File: src/rtl/motor_pwm_ctrl.sv
`timescale 1ns/1ps
// ---------------------------------------------------------------------------
// motor_pwm_ctrl
// Speed/direction command front end for one motor channel. A signed speed
// command is taken over a valid/ready handshake and is held pending until the
// next PWM period boundary. At that boundary it is either applied directly or,
// if it reverses the direction, the bridge is first disabled for DEADTIME
// clocks before it restarts in the new direction.
//
// Parameters
//   DUTY_W    duty resolution in bits; PWM period is 2^DUTY_W clocks
//   DEADTIME  coast length in clocks on a direction reversal (1..65535)
// Ports
//   clk        system clock
//   rst_n      asynchronous active-low reset
//   cmd_valid  speed command valid
//   cmd_speed  signed speed, positive = forward, negative = reverse
//   cmd_ready  block can accept a command
//   pwm        PWM waveform to the direction selector
//   dir        direction, 1 = forward
//   en         bridge enable
// ---------------------------------------------------------------------------
module motor_pwm_ctrl #(
   parameter int DUTY_W   = 8,
   parameter int DEADTIME = 64
) (
   input  logic                     clk,
   input  logic                     rst_n,
   input  logic                     cmd_valid,
   input  logic signed [DUTY_W:0]   cmd_speed,
   output logic                     cmd_ready,
   output logic                     pwm,
   output logic                     dir,
   output logic                     en
);

   typedef enum logic [1:0] {IDLE, RUN, COAST} state_t;

   localparam logic [DUTY_W-1:0] CNT_ONE = {{(DUTY_W-1){1'b0}}, 1'b1};
   localparam logic [15:0]       DT_LOAD = 16'(DEADTIME - 1);

   state_t              state_reg, state_next;
   logic [DUTY_W-1:0]   cnt_reg;
   logic [DUTY_W-1:0]   duty_reg;
   logic                dir_reg;
   logic                pend_valid_reg;
   logic [DUTY_W-1:0]   pend_mag_reg;
   logic                pend_dir_reg;
   logic [15:0]         dt_cnt_reg;

   logic                boundary;
   logic                accept;
   logic                pend_act;
   logic                stop_req;
   logic                rev_req;
   logic                dt_done;
   logic                clear_pend;
   logic [DUTY_W:0]     mag_full;
   logic [DUTY_W-1:0]   cmd_mag;
   logic                cmd_dir;

   assign boundary = (cnt_reg == {DUTY_W{1'b1}});
   assign accept   = cmd_valid && cmd_ready;

   // |cmd_speed|; only the most negative code overflows DUTY_W bits and
   // is clamped to full scale.
   assign mag_full = cmd_speed[DUTY_W] ? $unsigned(-cmd_speed) : $unsigned(cmd_speed);
   assign cmd_mag  = mag_full[DUTY_W] ? {DUTY_W{1'b1}} : mag_full[DUTY_W-1:0];
   // A zero command keeps the present direction so it never triggers a coast.
   assign cmd_dir  = (cmd_speed == '0) ? dir_reg : !cmd_speed[DUTY_W];

   // Pending command is only evaluated at a boundary outside COAST.
   assign pend_act = boundary && pend_valid_reg && (state_reg != COAST);
   assign stop_req = (pend_mag_reg == '0);
   assign rev_req  = (pend_dir_reg != dir_reg);
   assign dt_done  = (state_reg == COAST) && (dt_cnt_reg == 16'd0);
   // A reversing command stays pending through COAST and is consumed at exit.
   assign clear_pend = (pend_act && (stop_req || !rev_req)) || dt_done;

   // State register
   always_ff @(posedge clk or negedge rst_n) begin
      if (!rst_n) begin
         state_reg <= IDLE;
      end else begin
         state_reg <= state_next;
      end
   end

   // Next-state logic
   always_comb begin
      state_next = state_reg;
      case (state_reg)
         IDLE: begin
            if (pend_act && !stop_req) begin
               state_next = rev_req ? COAST : RUN;
            end
         end
         RUN: begin
            if (pend_act) begin
               if (stop_req) begin
                  state_next = IDLE;
               end else if (rev_req) begin
                  state_next = COAST;
               end
            end
         end
         COAST: begin
            if (dt_done) begin
               state_next = RUN;
            end
         end
         default: state_next = IDLE;
      endcase
   end

   // Datapath registers
   always_ff @(posedge clk or negedge rst_n) begin
      if (!rst_n) begin
         cnt_reg        <= '0;
         duty_reg       <= '0;
         dir_reg        <= 1'b1;
         pend_valid_reg <= 1'b0;
         pend_mag_reg   <= '0;
         pend_dir_reg   <= 1'b1;
         dt_cnt_reg     <= '0;
      end else begin
         // Counter restarts at COAST exit so the new direction gets a full
         // first period.
         cnt_reg <= dt_done ? '0 : cnt_reg + CNT_ONE;

         if (state_reg != COAST && state_next == COAST) begin
            dt_cnt_reg <= DT_LOAD;
         end else if (state_reg == COAST && !dt_done) begin
            dt_cnt_reg <= dt_cnt_reg - 16'd1;
         end

         if (accept) begin
            pend_valid_reg <= 1'b1;
            pend_mag_reg   <= cmd_mag;
            pend_dir_reg   <= cmd_dir;
         end else if (clear_pend) begin
            pend_valid_reg <= 1'b0;
         end

         if (dt_done) begin
            duty_reg <= pend_mag_reg;
            dir_reg  <= pend_dir_reg;
         end else if (pend_act) begin
            duty_reg <= (stop_req || rev_req) ? '0 : pend_mag_reg;
         end
      end
   end

   // Output decode, registers only
   always_comb begin
      en        = (state_reg == RUN);
      pwm       = en && (cnt_reg < duty_reg);
      dir       = dir_reg;
      cmd_ready = !pend_valid_reg && (state_reg != COAST);
   end

endmodule

File: config.mk
export PLATFORM = sky130hd
export DESIGN_NAME = motor_pwm_ctrl
export DESIGN_NICKNAME = d
export VERILOG_FILES = /design/src/rtl/motor_pwm_ctrl.sv
export SDC_FILE = /design/constraint.sdc
export NUM_CORES = 1
export LEC_CHECK = 0
export ABC_AREA = 0
export CAP_MARGIN = 5
export CORE_MARGIN = 3
export CORE_UTILIZATION = 45
export CTS_CLUSTER_DIAMETER = 100
export CTS_CLUSTER_SIZE = 28
export DETAILED_ROUTE_END_ITERATION = 12
export SETUP_SLACK_MARGIN = 0.15
export SYNTH_ARGS = -nofsm -noshare
export SYNTH_HDL_FRONTEND = slang
export SYNTH_SLANG_ARGS = --single-unit
File: constraint.sdc
create_clock -name clk -period 5.7 [get_ports clk]
set_input_delay 0.57 -clock clk [delete_from_list [all_inputs] [get_ports clk]]
set_output_delay 0.57 -clock clk [all_outputs]
set_load 0.05 [all_outputs]
Word-level counts from Yosys, hierarchy flattened --
Index checks and enable logic that the tools add are counted.
Operators by class: add/sub/neg operators 3, order comparisons 1, equal/unequal tests 6, multiplexer cells 18, reductions and logical operators 25
Operator list (number):
- 8-bit 2-to-1 mux | 5
- 16-bit 2-to-1 mux | 2
- 16-bit zero test | 1
- 16-bit by 1-bit subtractor with 16-bit output, second input constant | 1
- 2-bit 2-to-1 mux | 6
- 1-bit logical AND | 10
- 9-bit zero test | 1
- 9-bit 2-to-1 mux | 1
- 9-bit negation | 1
- 8-bit by 1-bit adder with 8-bit output, second input constant | 1
- 8-bit == test, second input constant | 1
- 8-bit zero test | 1
- 8-bit less-than comparator | 1
- 2-bit case mux with 3 select lines | 1
- 2-bit nonzero test | 3
- 1-bit zero test | 5
- 2-bit == test, second input constant | 2
- 1-bit logical OR | 3
- 1-bit 2-to-1 mux | 3
- 2-bit by 1-bit == test with 1-bit output, second input constant | 1
- 2-bit zero test | 1
- 2-bit inequality test, second input constant | 1
- 1-bit inequality test | 1
Word-level totals: bits in registers 45, logic and storage cells 61

Depth between registers and ports, before layout --
Gate-level depths: netlist of run 1.
depth in word-level cells 9, depth in mapped cells 8

Worst setup path after synthesis of run 1 --
OpenSTA, ideal clock, no wires.
path type reg2out, from register state_reg[1], to output port pwm, arrival time 1.766 ns, required time 5.130 ns, path slack 3.364 ns, stages on the path, launching flop included 3, buffers on the path 0, path through dfrtp_1 > nor2b_1 > and3b_1
On the way: longest elaborated chain between the ends 2
RTL lines:
- from (decl) | line 42 | state_t state_reg, state_next;
- from (signal assigned) | line 85 | state_reg <= state_next;
- 2-bit by 1-bit == test with 1-bit output | line 156 | en = (state_reg == RUN);
- via en | line 34 | output logic en
- 1-bit logical AND | line 157 | pwm = en && (cnt_reg < duty_reg);
- to (decl) | line 32 | output logic pwm,
The timed path passes the listed nets, and every way through them passes these cells.

Worst setup path after layout of run 1 --
from register cnt_reg[4], to output port pwm
On the way: longest elaborated chain between the ends 2
RTL lines:
- from (decl) | line 43 | logic [DUTY_W-1:0] cnt_reg;
- from (signal assigned) | line 129 | cnt_reg <= dt_done ? '0 : cnt_reg + CNT_ONE;
- 8-bit less-than comparator | line 157
- 1-bit logical AND | line 157
No other way between the ends.

==> results of run 1 <==
==> cell families after synthesis <==
kind of cell | Yosys count | share of synthesized area, %
compound gates | 50 | 14.6
xor+xnor | 19 | 6.74
fa+ha+maj | 11 | 5.58
buf+inv | 17 | 3.19
flops | 45 | 45.7
mux | 2 | 0.862
simple gates | 109 | 23.3
==> cell usage in the layout (no fill, tap or decap), types with 3 or more instances in the layout <==
cell | synthesis | layout
o31ai_1 | 3 | 3
nand2_1 | 28 | 28
a21oi_1 | 6 | 6
ha_1 | 11 | 11
clkdlybuf4s50_1 | 0 | 14
xnor2_1 | 12 | 12
xor2_1 | 7 | 7
nor3_1 | 10 | 10
nor4b_1 | 3 | 3
a211oi_1 | 4 | 4
nand3_1 | 9 | 9
clkbuf_8 | 0 | 5
and3_1 | 4 | 4
nor4_1 | 4 | 4
or3_1 | 3 | 3
nor2_1 | 29 | 29
o21ai_0 | 11 | 11
inv_1 | 11 | 11
a22o_1 | 9 | 9
dfrtp_1 | 43 | 43
==> worst paths after layout <==
check	startpoint	endpoint	slack [ns]	cells past startpoint
hold / removal	rst_n	dt_cnt_reg[1]	0.43	1
max in group asynchronous	rst_n	duty_reg[5]	4.65	1
min in group clk	pend_dir_reg	dir	0.48	2
setup reg to reg	dt_cnt_reg[10]	duty_reg[6]	3.05	5
hold reg to reg	pend_dir_reg	dir	0.48	2
setup / recovery	cnt_reg[4]	pwm	2.56	7
==> power groups by stage <==
stage | sequential [mW] | clock [mW] | combinational, mW
floorplan | 0.356 | 0 | 0.0341
CTS | 0.355 | 0.289 | 0.0571
global placement | 0.361 | 0 | 0.0561
detailed placement | 0.361 | 0 | 0.0571
global route | 0.358 | 0.296 | 0.0660
finish | 0.354 | 0.283 | 0.0561
==> per-stage QoR <==
stage               power (mW)  cells
floorplan                0.391    253
global placement         0.417    332
detailed placement       0.418    332
CTS                      0.701    340
global route             0.720    340
finish                   0.694    340
==> per-layer routing <==
layer	vias to the layer above	wire length [um]	GRT usage (%)
li1	940	-	-
met1	865	2620	26.0
met5	-	0	0
met4	0	71	5.07
met2	32	1850	23.3
met3	5	169	3.03
==> final cells by class <==
type / count / area share [%]
Timing Repair Buffer: 15 / 5.19
Clock inverter: 3 / 2.33
Inverter: 11 / 1.48
Tap cell: 70 / 3.13
Clock buffer: 5 / 2.46
Sequential cell: 45 / 40.3
Multi-Input combinational cell: 191 / 45.1
==> results.sh, run 1 <==
export IMPL_status="completed"
export IMPL_cts_made_buffers=5
export IMPL_post_route_drc_count=0
export IMPL_multiInputGateArea_sq_mm=0.00126
export IMPL_die_height_um=80.1
export IMPL_path_class="reg2out"
export IMPL_h_tree_depth=2
export IMPL_synth_seq_area_share_pct=45.7
export IMPL_initial_core_util_pct=47.4
export IMPL_hpwlAfterDp_mm=3.40
export IMPL_cts_root_buffer="clkbuf_8"
export IMPL_coreArea_sq_mm=0.00520
export IMPL_netSwitchingPower_uw=157
export IMPL_ff_latch_area_sq_mm=0.00113
export IMPL_synth_top_area_share_pct=43.6
export IMPL_slowest_stage="clkdlybuf4s50_1"
export IMPL_via_count=1842
export IMPL_crit_arrival_ns=2.57
export IMPL_finalWorstSetupSlack_ns=2.56
export IMPL_drive_gt1_share_pct=8.15
export IMPL_rows=26
export IMPL_path_clk_slew_ns=0.09
export IMPL_critPathCaptureType="primary output"
export IMPL_clockBufferDepth=2
export IMPL_slowest_delay_ns=0.79
export IMPL_yosysMostFrequentCell="dfrtp_1"
export IMPL_totalWireLength_mm=4.72
export IMPL_post_cts_buffers=0
export IMPL_avgRoutedWirePerCell_um=13.9
export IMPL_synth_nets=276
export IMPL_path_cells="ha_1 > a21o_1 > a211oi_1 > o21ai_0 > o211ai_1 > and3b_1 > clkdlybuf4s50_1"
export IMPL_finalCritPeriodShare_pct=55.0
export IMPL_max_slew_margin_pct=25.2
export IMPL_p_per_area_mw_per_mm2=248
export IMPL_switching_share_pct=22.7
export IMPL_fin_util_pct=53.8
export IMPL_area_growth_pct=13.3
export IMPL_antennaDiodeCount=0
export IMPL_place_area_sq_mm=0.00266
export IMPL_drt_initial_drc_count=81
export IMPL_holdBufCountCts=0
export IMPL_cts_sinks=45
export IMPL_worst_skew_pair_late_latency_ns=0.30
export IMPL_whs_ns=0.433
export IMPL_p_leak_nw=1.24
export IMPL_min_path_type="in2async"
export IMPL_ys_async_sr_fraction_pct=100
export IMPL_grt_pass1_wl_mm=8.41
export IMPL_num_fill_cells=489
export IMPL_startpoint_type="flop"
export IMPL_grt_antenna_before_repair=0
export IMPL_rsz0062_at_grt="false"
export IMPL_die_w_um=80.1
export IMPL_vdd_drop_max_v=0.000121
export IMPL_p_int_uw=537
export IMPL_synth_area_leaders="dfrtp_1 44%, ha_1 5.6%, nor2_1 4.4%"
export IMPL_required_ns=5.13
export IMPL_die_area_sq_mm=0.00641
export IMPL_yosys_warnings=0
export IMPL_slew_viol_final=0
export IMPL_synth_top_area_cell="dfrtp_1"
export IMPL_crit_buf_inv=1
export IMPL_comb_power_share_pct=8.1
export IMPL_seqPwrFrac_pct=51.1
export IMPL_syn_area_sq_mm=0.00247
export IMPL_cts_tree="done"
export IMPL_ant_nets=0
export IMPL_synthTopCellsByCount="43 x dfrtp_1, 29 x nor2_1, 28 x nand2_1, 12 x xnor2_1"
export IMPL_crit_family="buffers and inverters"
export IMPL_synth_flop_cell="dfrtp_1"
export IMPL_clockPowerShare_pct=40.8
export IMPL_cts_repair_resized=0
export IMPL_avgSynthCellArea_sq_um=9.76
export IMPL_viasPerCell=5.42
export IMPL_fin_area_sq_mm=0.00280
export IMPL_maxCapViolations=0
export IMPL_ys_ff_latch=45
export IMPL_cp_max_fo=3
export IMPL_grtUsageTotal_pct=16.7
export IMPL_setup_viol=0
export IMPL_gp_congestion=0.783
export IMPL_synth_edf_count=0
export IMPL_clock_skew_ns=0.00748
export IMPL_io_pins=16
export IMPL_max_freq_mhz=319
export IMPL_port_buffers=15
export IMPL_nets=292
export IMPL_drt_pass1_iterations=4
export IMPL_overflow=0
export IMPL_place_ws_ns=2.88
export IMPL_grt_start_max_net_pins=46
export IMPL_yosys_cell_types_count=50
export IMPL_fin_crit_ns=3.14
export IMPL_first_global_vias=1773
export IMPL_synth_cells=253
export IMPL_worst_slew_pin_slew_ns=1.11
export IMPL_fin_tns_setup_ns=0
export IMPL_largest_reg_flops=16
export IMPL_hold_violations=0
Note: power is estimated with default switching activity, not from simulation.
==> run 2, diff against run 1 <==
- clock period: 5.7 -> 3.2 ns (I/O delays scaled with it)
==> run 2 against run 1 <==
  * Global-route usage about the same
  * Setup slack got worse by 2.3 ns
  * Clock skew decreased by 0.0025 ns
  * First-iteration DRC count increased by 31%
  * Final cell count increased by 0.88%
  * Non-clock buffer count increased by 3
  * Design area decreased by 1.0%
  * Critical path type unchanged
  * Largest power group unchanged
==> results.sh, run 2 (synthesized netlist as in run 1, its figures left out) <==
export IMPL_h_tree_depth=2
export IMPL_fin_util_pct=53.2
export IMPL_slew_viol_final=0
export IMPL_finalCritPeriodShare_pct=91.4
export IMPL_worst_slew_pin_slew_ns=0.964
export IMPL_max_slew_margin_pct=35.7
export IMPL_stdcell_count=343
export IMPL_initial_core_util_pct=47.4
export IMPL_p_leak_nw=1.23
export IMPL_gp_congestion=0.814
export IMPL_rows=26
export IMPL_switching_share_pct=25.2
export IMPL_cts_root_buffer="clkbuf_8"
export IMPL_largest_reg_flops=16
export IMPL_p_per_area_mw_per_mm2=385
export IMPL_vdd_drop_max_v=0.000197
export IMPL_grtUsageTotal_pct=16.7
export IMPL_final_cell_mix="43 x dfrtp_1, 29 x nor2_1, 28 x nand2_1, 14 x clkdlybuf4s50_1, 12 x xnor2_1"
export IMPL_dp_cells=335
export IMPL_die_w_um=80.1
export IMPL_clock_skew_ns=0.00495
export IMPL_startpoint_type="flop"
export IMPL_finalPower_mw=1.07
export IMPL_hold_violations=0
export IMPL_drive_gt1_share_pct=8.79
export IMPL_holdBufCountCts=0
export IMPL_fin_crit_ns=2.93
export IMPL_fin_tns_setup_ns=0
export IMPL_ant_nets=0
export IMPL_num_fill_cells=491
export IMPL_cp_max_fo=3
export IMPL_totalWireLength_mm=4.77
export IMPL_grt_start_max_net_pins=46
export IMPL_cts_repair_resized=0
export IMPL_hpwlAfterDp_mm=3.53
export IMPL_reg2reg_slack_ns=0.91
export IMPL_reg2reg_to="pend_valid_reg"
export IMPL_timing_rr_start="dt_cnt_reg[11]"
export IMPL_clockPowerShare_pct=31.2
export IMPL_max_freq_mhz=342
export IMPL_finalWorstSetupSlack_ns=0.275
export IMPL_coreArea_sq_mm=0.00520
export IMPL_maxCapViolations=0
export IMPL_drt_initial_drc_count=106
export IMPL_critPathCaptureType="primary output"
export IMPL_path_class="reg2out"
export IMPL_clockBufferDepth=2
export IMPL_worst_skew_pair_late_latency_ns=0.29
export IMPL_seqPwrFrac_pct=59.4
export IMPL_setup_viol=0
export IMPL_post_cts_buffers=0
export IMPL_rsz0062_at_grt="false"
export IMPL_p_int_uw=797
export IMPL_comb_power_share_pct=9.3
export IMPL_antennaDiodeCount=0
export IMPL_cts_sinks=45
export IMPL_cts_made_buffers=5
export IMPL_min_path_type="in2async"
export IMPL_grt_pass1_wl_mm=8.40
export IMPL_port_buffers=15
export IMPL_layout_commonest_cell="dfrtp_1"
export IMPL_crit_arrival_ns=2.61
export IMPL_drt_pass1_iterations=4
export IMPL_place_area_sq_mm=0.00269
export IMPL_first_global_vias=1762
export IMPL_die_height_um=80.1
export IMPL_fin_area_sq_mm=0.00277
export IMPL_overflow=0
export IMPL_reg2regPathDepth=6
export IMPL_avgRoutedWirePerCell_um=13.9
export IMPL_required_ns=2.88
export IMPL_whs_ns=0.175
export IMPL_die_area_sq_mm=0.00641
export IMPL_place_ws_ns=0.605
export IMPL_post_route_drc_count=0
export IMPL_status="completed"
export IMPL_grt_antenna_before_repair=0
export IMPL_nets=295
export IMPL_path_clk_slew_ns=0.08
export IMPL_area_growth_pct=12.2
export IMPL_io_pins=16
export IMPL_netSwitchingPower_uw=268
export IMPL_cts_tree="done"
export IMPL_viasPerCell=5.38
export IMPL_via_count=1847
-- run 2: cell count changes in the layout (fill, tap and decap cells not counted) --
cell | before | now
buf_4 | 0 | 3
bufinv_16 | 2 | 0
clkbuf_1 | 0 | 1
clkinv_2 | 1 | 2
-- run 2: how the worst max path moves through the flow --
| stage | from | slack, ns | cells past startpoint | to |
|---|---|---|---|---|
| 6_report | cnt_reg[4] | 0.27 | 7 | pwm |
| 5_1_grt | cnt_reg[4] | 0.16 | 7 | pwm |
| 4_1_cts | cnt_reg[4] | 0.27 | 7 | pwm |
| 3_5_place_dp | cnt_reg[4] | 0.61 | 7 | pwm |
| 3_3_place_gp | cnt_reg[4] | 0.62 | 7 | pwm |
| 2_1_floorplan | dt_cnt_reg[11] | 1.01 | 6 | duty_reg[0] |
-- run 2: power by group through the flow --
stage | clock [mW] | combinational, mW | sequential (mW)
global route | 0.368 | 0.116 | 0.640
floorplan | 0 | 0.0608 | 0.635
detailed placement | 0 | 0.101 | 0.645
finish | 0.333 | 0.0994 | 0.633
global placement | 0 | 0.0998 | 0.644
CTS | 0.347 | 0.102 | 0.633
-- run 2: per-layer routing --
layer	wire, um	GRT usage [%]	vias to the layer above
li1	-	-	957
met1	2570	25.1	860
met2	1990	24.3	24
met3	152	3.81	6
met4	60	4.05	0
met5	0	0	-
-- run 2: area by class of cell --
cell class	instances	area (sq um)	share of cell area, %
clock buffers	6	72.6	2.62
clock inverters	2	10.0	0.361
inverters	11	41.3	1.49
multi-input cells	191	1260	45.5
flip-flops and latches	45	1130	40.8
well taps	70	87.6	3.16
repair buffers	18	168	6.06
-- run 2: critical path: stages, from the launching register on --
cell and delay (ns):
dfrtp_1 0.40, ha_1 0.32, a21o_1 0.19, a211oi_1 0.21
o21ai_0 0.13, o211ai_1 0.10, and3b_1 0.17, clkdlybuf4s50_1 0.79
